`config.mk`:
```
export PLATFORM = sky130hd
export DESIGN_NAME = gates_pipe_flat
export DESIGN_NICKNAME = d
export VERILOG_FILES = /design/src/rtl/gates_pkg.sv /design/src/rtl/gates_pipe_if.sv /design/src/rtl/gates_reduce.sv /design/src/rtl/gates_pipe.sv /design/src/flat_wrapper.sv
export SDC_FILE = /design/constraint.sdc
export NUM_CORES = 1
export LEC_CHECK = 0
export CORE_MARGIN = 5
export CORE_UTILIZATION = 54
export CTS_CLUSTER_SIZE = 25
export DETAILED_ROUTE_END_ITERATION = 8
export GPL_TIMING_DRIVEN = 0
export HOLD_SLACK_MARGIN = 0.06
export PLACE_DENSITY_LB_ADDON = 0.15
export SYNTH_ARGS = -nofsm -noshare
export SYNTH_HDL_FRONTEND = slang
export SYNTH_SLANG_ARGS = --single-unit
```
`constraint.sdc`:
```
create_clock -name clk -period 4.5 [get_ports clk]
set_input_delay 1.35 -clock clk [delete_from_list [all_inputs] [get_ports clk]]
set_output_delay 1.35 -clock clk [all_outputs]
set_load 0.03 [all_outputs]
```
`src/rtl/gates_pkg.sv`:
```
// Shared types and the two-input gate primitive for the gates pipeline.
// gate2 is the single definition of each base op, used per bit.
package gates_pkg;

    typedef enum logic [1:0] {
        OP_AND = 2'b00,
        OP_OR  = 2'b01,
        OP_XOR = 2'b10,
        OP_BUF = 2'b11
    } op_e;

    localparam int OP_INV_BIT = 2;

    typedef enum logic {
        ST_IDLE = 1'b0,
        ST_PKT  = 1'b1
    } pkt_st_e;

    typedef struct packed {
        logic       valid;
        logic       acc;
        logic       last;
        logic [2:0] op;
    } s1_ctl_t;

    // BUF keeps the left operand, so folds keep the first value seen.
    function automatic logic gate2(
        input op_e  op,
        input logic a,
        input logic b
    );
        logic r;
        r = a;
        unique case (op)
            OP_AND: r = a & b;
            OP_OR:  r = a | b;
            OP_XOR: r = a ^ b;
            OP_BUF: r = a;
        endcase
        return r;
    endfunction

endpackage

```
`src/rtl/gates_pipe_if.sv`:
```
// Valid/ready stream bundle between producer, gates_pipe and consumer.
// The slave side is the gates unit itself.
interface gates_pipe_if #(
    parameter int WIDTH = 8,
    parameter int N_IN  = 4
);

    logic [N_IN*WIDTH-1:0] in_data;
    logic [2:0]            in_op;
    logic                  in_acc;
    logic                  in_last;
    logic                  in_valid;
    logic                  in_ready;
    logic [WIDTH-1:0]      out_y;
    logic                  out_valid;
    logic                  out_ready;

    modport master (
        output in_data,
        output in_op,
        output in_acc,
        output in_last,
        output in_valid,
        input  in_ready,
        input  out_y,
        input  out_valid,
        output out_ready
    );

    modport slave (
        input  in_data,
        input  in_op,
        input  in_acc,
        input  in_last,
        input  in_valid,
        output in_ready,
        output out_y,
        output out_valid,
        input  out_ready
    );

endinterface

```
`src/rtl/gates_reduce.sv`:
```
// Combinational bitwise fold of N_IN operands with one base op.
// Operand 0 is the seed, so BUF yields operand 0 unchanged.
module gates_reduce
    import gates_pkg::*;
#(
    parameter int WIDTH = 8,
    parameter int N_IN  = 4
) (
    input  logic [N_IN*WIDTH-1:0] data,
    input  op_e                   op,
    output logic [WIDTH-1:0]      y
);

    always_comb begin
        logic [WIDTH-1:0] r;
        r = data[WIDTH-1:0];
        for (int k = 1; k < N_IN; k++) begin
            for (int b = 0; b < WIDTH; b++) begin
                r[b] = gate2(op, r[b], data[k*WIDTH+b]);
            end
        end
        y = r;
    end

endmodule

```
`src/rtl/gates_pipe.sv`:
```
// Two-stage multi-input gate unit with packet accumulation.
// S1 registers the beat; S2 reduces, folds and drives the output.
module gates_pipe
    import gates_pkg::*;
#(
    parameter int WIDTH = 8,
    parameter int N_IN  = 4
) (
    input logic         clk,
    input logic         rst,
    gates_pipe_if.slave bus
);

    logic                  en;
    s1_ctl_t               s1_q;
    logic [N_IN*WIDTH-1:0] s1_data_q;

    pkt_st_e          st_q, st_d;
    logic [WIDTH-1:0] acc_q, acc_d;
    logic [2:0]       pkt_op_q, pkt_op_d;
    logic [WIDTH-1:0] y_q, y_d;
    logic             vld_q, vld_d;

    op_e              red_op;
    logic [WIDTH-1:0] red;
    logic [WIDTH-1:0] fold;

    logic is_single;
    logic is_first;
    logic is_mid;
    logic is_end;

    assign en            = !vld_q || bus.out_ready;
    assign bus.in_ready  = en;
    assign bus.out_y     = y_q;
    assign bus.out_valid = vld_q;

    always_ff @(posedge clk) begin
        if (rst) begin
            s1_q      <= '0;
            s1_data_q <= '0;
        end else if (en) begin
            s1_q <= '{
                valid: bus.in_valid,
                acc:   bus.in_acc,
                last:  bus.in_last,
                op:    bus.in_op
            };
            s1_data_q <= bus.in_data;
        end
    end

    // Continuation beats reduce with the op latched at packet start.
    assign red_op = (s1_q.acc && st_q == ST_PKT)
                  ? op_e'(pkt_op_q[1:0])
                  : op_e'(s1_q.op[1:0]);

    gates_reduce #(
        .WIDTH (WIDTH),
        .N_IN  (N_IN)
    ) u_reduce (
        .data (s1_data_q),
        .op   (red_op),
        .y    (red)
    );

    always_comb begin
        fold = acc_q;
        for (int b = 0; b < WIDTH; b++) begin
            fold[b] = gate2(op_e'(pkt_op_q[1:0]), acc_q[b], red[b]);
        end
    end

    // An acc=0 beat always wins, which also aborts any open packet.
    assign is_single = s1_q.valid
                    && (!s1_q.acc
                    || (st_q == ST_IDLE && s1_q.last));
    assign is_first  = s1_q.valid && s1_q.acc
                    && st_q == ST_IDLE && !s1_q.last;
    assign is_mid    = s1_q.valid && s1_q.acc
                    && st_q == ST_PKT && !s1_q.last;
    assign is_end    = s1_q.valid && s1_q.acc
                    && st_q == ST_PKT && s1_q.last;

    always_comb begin
        st_d     = st_q;
        acc_d    = acc_q;
        pkt_op_d = pkt_op_q;
        y_d      = y_q;
        vld_d    = vld_q;
        if (en) begin
            vld_d = 1'b0;
            unique case (1'b1)
                is_single: begin
                    y_d   = red ^ {WIDTH{s1_q.op[OP_INV_BIT]}};
                    vld_d = 1'b1;
                    st_d  = ST_IDLE;
                    acc_d = '0;
                end
                is_first: begin
                    acc_d    = red;
                    pkt_op_d = s1_q.op;
                    st_d     = ST_PKT;
                end
                is_mid: begin
                    acc_d = fold;
                end
                is_end: begin
                    y_d   = fold ^ {WIDTH{pkt_op_q[OP_INV_BIT]}};
                    vld_d = 1'b1;
                    st_d  = ST_IDLE;
                    acc_d = '0;
                end
                default: begin
                end
            endcase
        end
    end

    always_ff @(posedge clk) begin
        if (rst) begin
            st_q     <= ST_IDLE;
            acc_q    <= '0;
            pkt_op_q <= '0;
            y_q      <= '0;
            vld_q    <= 1'b0;
        end else begin
            st_q     <= st_d;
            acc_q    <= acc_d;
            pkt_op_q <= pkt_op_d;
            y_q      <= y_d;
            vld_q    <= vld_d;
        end
    end

endmodule

```
`src/flat_wrapper.sv`:
```
// flat-port wrapper written by rule: the top's interface ports become plain ports
module gates_pipe_flat import gates_pkg::*;
#(
    parameter int WIDTH = 8,
    parameter int N_IN  = 4
)
  (clk, rst, bus_in_data, bus_in_op, bus_in_acc, bus_in_last, bus_in_valid, bus_in_ready, bus_out_y, bus_out_valid, bus_out_ready);
  gates_pipe_if #(.WIDTH(WIDTH), .N_IN(N_IN)) bus_i ();
  input logic clk;
  input logic rst;
  input wire logic [$bits(bus_i.in_data)-1:0] bus_in_data;
  input wire logic [$bits(bus_i.in_op)-1:0] bus_in_op;
  input wire logic [$bits(bus_i.in_acc)-1:0] bus_in_acc;
  input wire logic [$bits(bus_i.in_last)-1:0] bus_in_last;
  input wire logic [$bits(bus_i.in_valid)-1:0] bus_in_valid;
  output wire logic [$bits(bus_i.in_ready)-1:0] bus_in_ready;
  output wire logic [$bits(bus_i.out_y)-1:0] bus_out_y;
  output wire logic [$bits(bus_i.out_valid)-1:0] bus_out_valid;
  input wire logic [$bits(bus_i.out_ready)-1:0] bus_out_ready;
  assign bus_i.in_data = bus_in_data;
  assign bus_i.in_op = bus_in_op;
  assign bus_i.in_acc = bus_in_acc;
  assign bus_i.in_last = bus_in_last;
  assign bus_i.in_valid = bus_in_valid;
  assign bus_in_ready = bus_i.in_ready;
  assign bus_out_y = bus_i.out_y;
  assign bus_out_valid = bus_i.out_valid;
  assign bus_i.out_ready = bus_out_ready;
  gates_pipe #(.WIDTH(WIDTH), .N_IN(N_IN)) u_core (.clk(clk), .rst(rst), .bus(bus_i));
endmodule
```
Word-level counts from Yosys, hierarchy flattened. Cells that the tools add are included.

Eq/ne operators: 6. Muxes and demuxes: 37. Bitwise logic cells: 99. Reductions and logical operators: 24.

Operators with widths (count): case mux 1 bit (4 select lines) (32); bitwise AND 1 bit (32); OR 1 bit (32); bitwise XOR 1 bit (32); case mux 8 bit (3 select lines) (1); case mux 8 bit (2 select lines) (1); bitwise XOR 8 bit (2); logical AND 1 bit (9); equality test 2 bit, second input constant (4); AND reduction 2 bit (4); equality test 2 x 1 -> 1 bit, second input constant (2); logical NOT 2 bit (2); nonzero test 2 bit (2); logical NOT 1 bit (3); nonzero test 3 bit (1); logical OR 1 bit (2); 2-to-1 mux 2 bit (1); case mux 1 bit (2 select lines) (1); OR reduction 2 bit (1); 2-to-1 mux 1 bit (1); inverter 1 bit (1).

Register bits: 59. Input port bits: 41. Output and inout bits: 10. Word-level logic and storage cells: 176.

Logic depth before layout (Yosys ltp). Gate-level depths: netlist of run 1.

Word-level depth: 12. Gate-level depth with buffers: 23. Mapped depth without buffers: 19.

Cells and area by module. From an unflattened synthesis of run 1, not the netlist that was laid out.

Cell total of the unflattened synthesis: 512. Area total of the unflattened synthesis: 4797.1 µm².

Modules (own cells, without submodules): gates_pipe (instances 1, cells each 328, area an instance 2867.8 µm², sequential area each 1181.1 µm²); gates_reduce (instances 1, cells each 184, area an instance 1929.4 µm², sequential area each 0.0 µm²).

Worst setup path before layout of run 1. OpenSTA, ideal clock, no wires.

Kind: register to register. Start point: reg u_core.pkt_op_q[1]. End point: reg u_core.y_q[3] (netlist: u_core.bus.out_y[3]). Arrival: 3999 ps. Data required time: 4371 ps. Path slack: 371 ps. Cell stages (with the launch flop): 20. Buffers on the path: 4. Period minus slack after synthesis: 4129 ps. Cells stage by stage: dfxtp_1 buf_4 and3_4 buf_6 or2_1 buf_6 buf_6 nor2_2 a221oi_1 inv_1 ha_1 a221oi_1 ha_1 o211a_1 or2_1 ha_1 mux4_2 mux2i_1 o21ai_0 o211ai_1.

Longest elaborated chain between the ends: 11. Elaborated cells on any way between the ends: 25. Classes of those cells: eq/ne (6); mux (6); bitwise (11); reduce/logical (2).

RTL lines: start, declared (line gates_pipe.sv:20) `logic [2:0] pkt_op_q, pkt_op_d;`; start signal, assigned (line gates_pipe.sv:130) `pkt_op_q <= pkt_op_d;`; 2-to-1 mux 2 bit (line gates_pipe.sv:55) `? op_e'(pkt_op_q[1:0])`; equality test 2 bit, or another cell as far along (line gates_pkg.sv:34) `unique case (op)`; case mux 1 bit (4 select lines) (line gates_pkg.sv:34); bitwise XOR 1 bit, or another cell as far along (line gates_pkg.sv:37) `OP_XOR: r = a ^ b;`; case mux 1 bit (4 select lines) (line gates_pkg.sv:34); bitwise XOR 1 bit, or another cell as far along (line gates_pkg.sv:37); case mux 1 bit (4 select lines) (line gates_pkg.sv:34); bitwise XOR 1 bit, or another cell as far along (line gates_pkg.sv:37); case mux 1 bit (4 select lines) (line gates_pkg.sv:34); bitwise XOR 8 bit (line gates_pipe.sv:109) `y_d = fold ^ {WIDTH{pkt_op_q[OP_INV_BIT]}};`; case mux 8 bit (2 select lines) (*) (line gates_pipe.sv:93) `unique case (1'b1)`; end signal, assigned (line gates_pipe.sv:131) `y_q <= y_d;`; end, declared (line gates_pipe.sv:21) `logic [WIDTH-1:0] y_q, y_d;`.

Mark *: on every way between the ends. The rest lies on a longest branch, timed or not. A chain may end at the register's enable or synchronous reset.

Final worst setup path of run 1.
Start point: reg u_core.st_q. End point: reg u_core.acc_q[4].

Longest elaborated chain between the ends: 11. Elaborated cells on any way between the ends: 32. Classes of those cells: eq/ne (3); mux (6); bitwise (10); reduce/logical (13).

RTL lines: start, declared (line gates_pipe.sv:18) `pkt_st_e st_q, st_d;`; start signal, assigned (line gates_pipe.sv:128) `st_q <= st_d;`; logical AND 1 bit (line gates_pipe.sv:54) `assign red_op = (s1_q.acc && st_q == ST_PKT)`; 2-to-1 mux 2 bit (line gates_pipe.sv:55); equality test 2 bit, or another cell as far along (line gates_pkg.sv:34); case mux 1 bit (4 select lines) (line gates_pkg.sv:34); bitwise XOR 1 bit, or another cell as far along (line gates_pkg.sv:37); case mux 1 bit (4 select lines) (line gates_pkg.sv:34); bitwise XOR 1 bit, or another cell as far along (line gates_pkg.sv:37); case mux 1 bit (4 select lines) (line gates_pkg.sv:34); bitwise XOR 1 bit, or another cell as far along (line gates_pkg.sv:37); case mux 1 bit (4 select lines) (line gates_pkg.sv:34); case mux 8 bit (3 select lines) (line gates_pipe.sv:93); end signal, assigned (line gates_pipe.sv:123) `acc_q <= '0;`; end signal, assigned (line gates_pipe.sv:129) `acc_q <= acc_d;`; end, declared (line gates_pipe.sv:19) `logic [WIDTH-1:0] acc_q, acc_d;`.

Several ways; a longest one is shown, not always the timed one.

==> results of run 1 <==
placed cells by master, fill, tap and decap left out, types with 7 or more instances in the layout:
cell type	netlist	final
nand2_1	94	93
ha_1	64	64
dfxtp_1	59	59
inv_1	58	58
clkdlybuf4s50_1	0	48
a21oi_1	42	41
buf_4	1	21
nand3_1	21	21
mux2i_1	27	21
o221a_2	20	20
clkbuf_1	18	18
nand4_1	16	16
nor2_1	15	14
buf_6	12	13
clkbuf_8	0	13
o221ai_1	14	11
a21o_1	8	8
mux4_2	8	8
a31oi_1	8	8
a211oi_1	7	7
sequential cells by signal, indices dropped and copies added (netlist names):
signal	flops
u_core.acc_q	8
u_core.st_q	1
u_core.s1_q	6
u_core.bus.out_y	8
u_core.bus.out_valid	1
u_core.s1_data_q	32
u_core.pkt_op_q	3
through the flow:
stage / std cells / hold WS [ns] / power [mW]
after global routing: 755 / 0.498 / 1.68
after detailed placement: 724 / 0.468 / 1.02
after floorplan: 567 / 0.445 / 0.882
final: 755 / 0.478 / 1.60
after global placement: 724 / 0.461 / 1.00
after CTS: 742 / 0.481 / 1.55
timing repair:
item	in CTS	in global routing
pin swaps	0	12
hold buffers	0	0
buffers inserted	3	14
resized for setup	10	45
setup endpoints to repair	16	17
final timing paths:
path                                                      to
worst max-delay path            u_core.acc_q[4]$_SDFFE_PP0P_
worst min-delay path             u_core.s1_q[1]$_SDFFE_PP0P_
worst max register to register  u_core.acc_q[4]$_SDFFE_PP0P_
worst min register to register   u_core.s1_q[1]$_SDFFE_PP0P_
synth_stat cells (9+ instances only):
cell,count
nand2_1,94
ha_1,64
dfxtp_1,59
inv_1,58
a21oi_1,42
mux2i_1,27
nand3_1,21
o221a_2,20
clkbuf_1,18
nand4_1,16
nor2_1,15
o221ai_1,14
buf_6,12
o21ai_0,11
a221oi_1,10
buf_2,9
worst max-delay path, delay by kind of cell (launching register included):
family,cells,cell delay [ns]
DFF,1,0.31
muxes,3,0.86
and+or+nand+nor,2,0.43
adders and majority gates,3,0.81
buffers and inverters,4,0.56
AOI/OAI and AO/OA,6,1.34
power groups by stage:
stage / Sequential, mW / Combinational (mW) / Clock (mW)
after floorplan: 0.619 / 0.263 / 0
after global placement: 0.606 / 0.399 / 0
after detailed placement: 0.608 / 0.415 / 0
after CTS: 0.596 / 0.427 / 0.529
after global routing: 0.602 / 0.526 / 0.552
final: 0.598 / 0.484 / 0.522
per-layer routing:
layer,wire (um),up-vias
met5,0,-
met4,335,0
met3,1070,34
met2,6160,190
met1,6080,2169
li1,-,2186
cells by family (layout without fill, tap and decap cells):
kind of cell / after synthesis / count (layout) / share of synthesized area (%)
DFF: 59 / 59 / 24.9
muxes: 35 / 35 / 9.51
adders and majority gates: 64 / 64 / 16.9
buffers and inverters: 104 / 184 / 10.5
and+or+nand+nor: 172 / 172 / 16.8
AOI/OAI and AO/OA: 133 / 133 / 21.4
area by class of cell:
type	count	area, um^2
Buffer	44	305
Fill cell	694	2710
Clock buffer	14	183
Sequential cell	59	1180
Tap cell	108	135
Inverter	59	221
Multi-Input combinational cell	404	3260
Timing Repair Buffer	66	617
Clock inverter	1	30.0
==> flow_summary.json, run 1 <==
{
  "min_period_over_period_pct": 99.0,
  "slew-limit-headroom_pct": 37.9,
  "gr-total-overflow": 0,
  "p_leak_nw": 2.50,
  "ys_types": 47,
  "final_cell_area_mm2": 0.00593,
  "syn_to_final_growth_pct": 25.1,
  "slowest_delay_ns": 0.51,
  "finClkSkew_ns": 0.00970,
  "cp_slowest_cell": "mux4_2",
  "final_antenna_net_count": 0,
  "route.vias.total": 4579,
  "post-route-drc-count": 0,
  "synthCells": 567,
  "num_antenna_cells": 0,
  "cts_root_buffer": "clkbuf_8",
  "grt_first_pass_wirelength_um": 20900,
  "start_util_pct": 54.9,
  "rsz0062_at_grt": "yes",
  "place_area_mm2": 0.00536,
  "synth_area_leaders": "dfxtp_1 (25%), ha_1 (17%), nand2_1 (7.4%)",
  "cp_cell_sequence": "buf_6, and3_4, buf_6, or2_1, buf_6, buf_12, mux2i_1, o221ai_1, ha_1, mux2i_1, o221a_2, ha_1, a21o_1, a32oi_2, ha_1, mux4_2, a221oi_1, a211oi_1",
  "gp_routability_congestion": 0.880,
  "ys_seq_area_share_pct": 24.9,
  "synth_top_area_cell": "dfxtp_1",
  "dieArea_mm2": 0.0107,
  "synth-edff-count": 0,
  "reg2reg_from": "u_core.st_q$_SDFFE_PP0P_",
  "cts_tree": "done",
  "tns_ns": 0,
  "htree_num_levels": 3,
  "seqPwrFrac_pct": 37.3,
  "syn_area_mm2": 0.00474,
  "clkLatencyLatePin_ns": 0.34,
  "rows": 34,
  "ir_worst_vdd_mv": 0.193,
  "busiest_layer": "met2",
  "startpoint": "u_core.st_q$_SDFFE_PP0P_",
  "status": "finished clean",
  "clk_path_buf_depth": 2,
  "start_kind": "flop",
  "final_util_pct": 68.7,
  "fin_ws_ns": 0.0441,
  "ys_seq_elements": 59,
  "p_sw_share_pct": 31.2,
  "nNetsFinal": 748,
  "p_switching_uw": 500,
  "wl_um": 13600,
  "syn_nets": 672,
  "synth_top_area_share_pct": 24.9,
  "final_hold_viol_count": 0,
  "worstPathArrival_ns": 4.65,
  "combPwrFrac_pct": 30.2,
  "antenna_found_initial": 0,
  "pwr-share-clk_pct": 32.6,
  "cap_violations": 0,
  "cts_buffers": 9,
  "slew_viol_final": 0,
  "drive_above_1_share_pct": 18.7,
  "synth_area_per_cell_um2": 8.36,
  "setup.worst_path.end_class": "flop",
  "critical_path_class": "flop to flop",
  "r2r_cells": 18,
  "yosysWarnings": 0,
  "die_h_um": 104,
  "grt_max_degree": 11,
  "ys.flop_type": "dfxtp_1",
  "vias_per_cell": 6.06,
  "hold_path_depth": 2,
  "fin_crit_ns": 4.46,
  "grt_pass1_vias": 4194,
  "synthArstFlopShare_pct": 0,
  "setup_viol": 0,
  "met3_usage_pct": 5.66,
  "die_w_um": 104,
  "place_hpwl_um": 9550,
  "p_int_mw": 1.10,
  "preCtsSetupSlack_ns": -0.256,
  "worst_pin_slew_ns": 0.925,
  "reg2reg_slack_ns": 0.04,
  "fmaxAchievable_mhz": 224,
  "clkSlewWorstSetupHoldPaths_ns": 0.07,
  "use_met1_pct": 32.2,
  "cp.required_ns": 4.70,
  "grt_util_all_layers_pct": 23.5,
  "crit_fanout": 10,
  "portBuffers": 49,
  "drt_first_pass_iters": 7,
  "ios": 51,
  "min_path_type": "flop to flop",
  "cts.sinks": 59,
  "core_area_mm2": 0.00864,
  "powerDensity_mw_per_mm2": 271,
  "worstHoldStart": "u_core.s1_q[1]$_SDFFE_PP0P_",
  "wl_per_cell_um": 18.1,
  "drt_iter0_markers": 296,
  "grt_use_met2_pct": 36.5
}
No activity file was read; power rests on OpenSTA's default activity.
==> run 2, diff against run 1 <==
- CORE_MARGIN: 5 -> default
- SLEW_MARGIN: default -> 25
==> flow_summary.json, run 2 (synthesis gave the netlist of run 1 again) <==
{
  "drt_first_pass_iters": 5,
  "fill_cells": 663,
  "p_switching_uw": 524,
  "grt_util_all_layers_pct": 29.9,
  "combPwrFrac_pct": 30.5,
  "largest_reg_flops": 32,
  "fin_ws_ns": 0.0906,
  "gr-total-overflow": 0,
  "reg2reg_slack_ns": 0.09,
  "largest_register": "u_core.s1_data_q",
  "p_int_mw": 1.06,
  "status": "finished clean",
  "fmaxAchievable_mhz": 227,
  "post-route-drc-count": 0,
  "grt_pass1_vias": 4231,
  "cts_root_buffer": "clkbuf_8",
  "cp.required_ns": 4.74,
  "final_util_pct": 70.8,
  "instances_no_fill": 753,
  "pwr-share-clk_pct": 31.7,
  "cts.sinks": 59,
  "final_antenna_net_count": 0,
  "vias_per_cell": 6.12,
  "dieArea_mm2": 0.00915,
  "setup.worst_path.end_class": "flop",
  "slew-limit-headroom_pct": 39.9,
  "drt_iter0_markers": 435,
  "cap_violations": 0,
  "preCtsSetupSlack_ns": -0.324,
  "critical_path_class": "flop to flop",
  "clkSlewWorstSetupHoldPaths_ns": 0.08,
  "portBuffers": 49,
  "cts_buffers": 9,
  "seqPwrFrac_pct": 37.8,
  "final_hold_viol_count": 0,
  "p_sw_share_pct": 33.2,
  "antenna_found_initial": 0,
  "finClkSkew_ns": 0.0118,
  "most-common-layout-cells": "nand2_1 (93), ha_1 (63), dfxtp_1 (59)",
  "worstPathArrival_ns": 4.65,
  "drive_above_1_share_pct": 18.8,
  "crit_fanout": 10,
  "die_w_um": 95.7,
  "core_area_mm2": 0.00834,
  "grt_max_degree": 11,
  "p_total_mw": 1.58,
  "p_leak_nw": 2.49,
  "hold_ws_ns": 0.472,
  "powerDensity_mw_per_mm2": 268,
  "start_util_pct": 56.8,
  "setup_viol": 0,
  "wl_um": 13700,
  "worst_pin_slew_ns": 0.895,
  "die_h_um": 95.7,
  "fin_crit_ns": 4.41,
  "nNetsFinal": 749,
  "dp_cells": 721,
  "ios": 51,
  "clkLatencyLatePin_ns": 0.36,
  "ir_worst_vdd_mv": 0.133,
  "min_period_over_period_pct": 98.0,
  "num_antenna_cells": 0,
  "cts_tree": "done",
  "cp_cell_sequence": "buf_6, and3_4, buf_6, or2_4, buf_6, buf_12, mux2i_2, o221ai_1, ha_1, mux2i_2, o221ai_2, ha_1, and3_1, o32a_2, ha_1, mux4_2, mux2i_1, o21ai_1, nand3_1",
  "syn_to_final_growth_pct": 24.6,
  "clk_path_buf_depth": 2,
  "slowest_delay_ns": 0.49,
  "start_kind": "flop",
  "slew_viol_final": 0,
  "htree_num_levels": 3,
  "cp_slowest_cell": "mux4_2",
  "wl_per_cell_um": 18.2,
  "final_common_cell": "nand2_1",
  "gp_routability_congestion": 0.879,
  "grt_first_pass_wirelength_um": 20500,
  "route.vias.total": 4612,
  "rows": 33,
  "place_hpwl_um": 9220,
  "min_path_type": "flop to flop"
}
## run 2: through the flow
stage	instance area (um^2)	setup TNS [ns]
after floorplan	4740	0
after global placement	5360	-1.71
after detailed placement	5360	-2.90
after CTS	5640	0
after global routing	5900	-0.272
final	5900	0
## run 2: worst max-delay path, delay by kind of cell (launching register included)
kind            cells  cell delay [ns]
mux                 4             1.05
fa+ha+maj           3             0.87
compound gates      4             0.86
simple gates        4             0.66
buf+inv             4             0.55
flops               1             0.31
## run 2: final cells by class
type                    count  area [um^2]  share of cell area [%]
multi-input cells         404         3250                    55.0
flip-flops and latches     59         1180                    20.0
repair buffers             67          624                    10.6
clock inverters             4         51.3                   0.869
well taps                 105          131                    2.23
plain buffers              44          305                    5.17
inverters                  59          221                    3.75
clock buffers              11          141                    2.40
## run 2: power by group through the flow
stage               sequential, mW  combinational, mW  clock [mW]
global route                 0.602              0.523       0.523
floorplan                    0.619              0.263           0
global placement             0.605              0.397           0
finish                       0.598              0.481       0.500
detailed placement           0.608              0.414           0
CTS                          0.596              0.428       0.497
## run 2: routing by layer
| metal | vias up | GRT usage (%) | routed length, um |
|---|---|---|---|
| li1 | 2184 | - | - |
| met1 | 2153 | 40.8 | 6000 |
| met2 | 228 | 45.9 | 6030 |
| met3 | 47 | 4.15 | 1110 |
| met4 | 0 | 14.9 | 531 |
| met5 | - | 0 | 0 |
## run 2: path summary, 6_finish.rpt
path | cells past startpoint | start | end
setup / recovery | 19 | u_core.st_q$_SDFFE_PP0P_ | u_core.bus.out_y[7]$_SDFFE_PP0P_
hold / removal | 2 | u_core.s1_data_q[9]$_SDFFE_PP0P_ | u_core.s1_data_q[9]$_SDFFE_PP0P_
setup reg to reg | 19 | u_core.st_q$_SDFFE_PP0P_ | u_core.bus.out_y[7]$_SDFFE_PP0P_
hold reg to reg | 2 | u_core.s1_data_q[9]$_SDFFE_PP0P_ | u_core.s1_data_q[9]$_SDFFE_PP0P_
## run 2: repair_timing
action,CTS,global route
buffers inserted,4,14
hold buffers,0,0
cloned,0,0
pin swaps,1,11
setup endpoints to repair,17,17
gates resized for setup,14,42
==> run 3, diff against run 2 <==
- CTS_CLUSTER_SIZE: 25 -> 30
==> results of run 3 <==
Same layout as run 2: the final DEF is identical, and so are final timing and power.
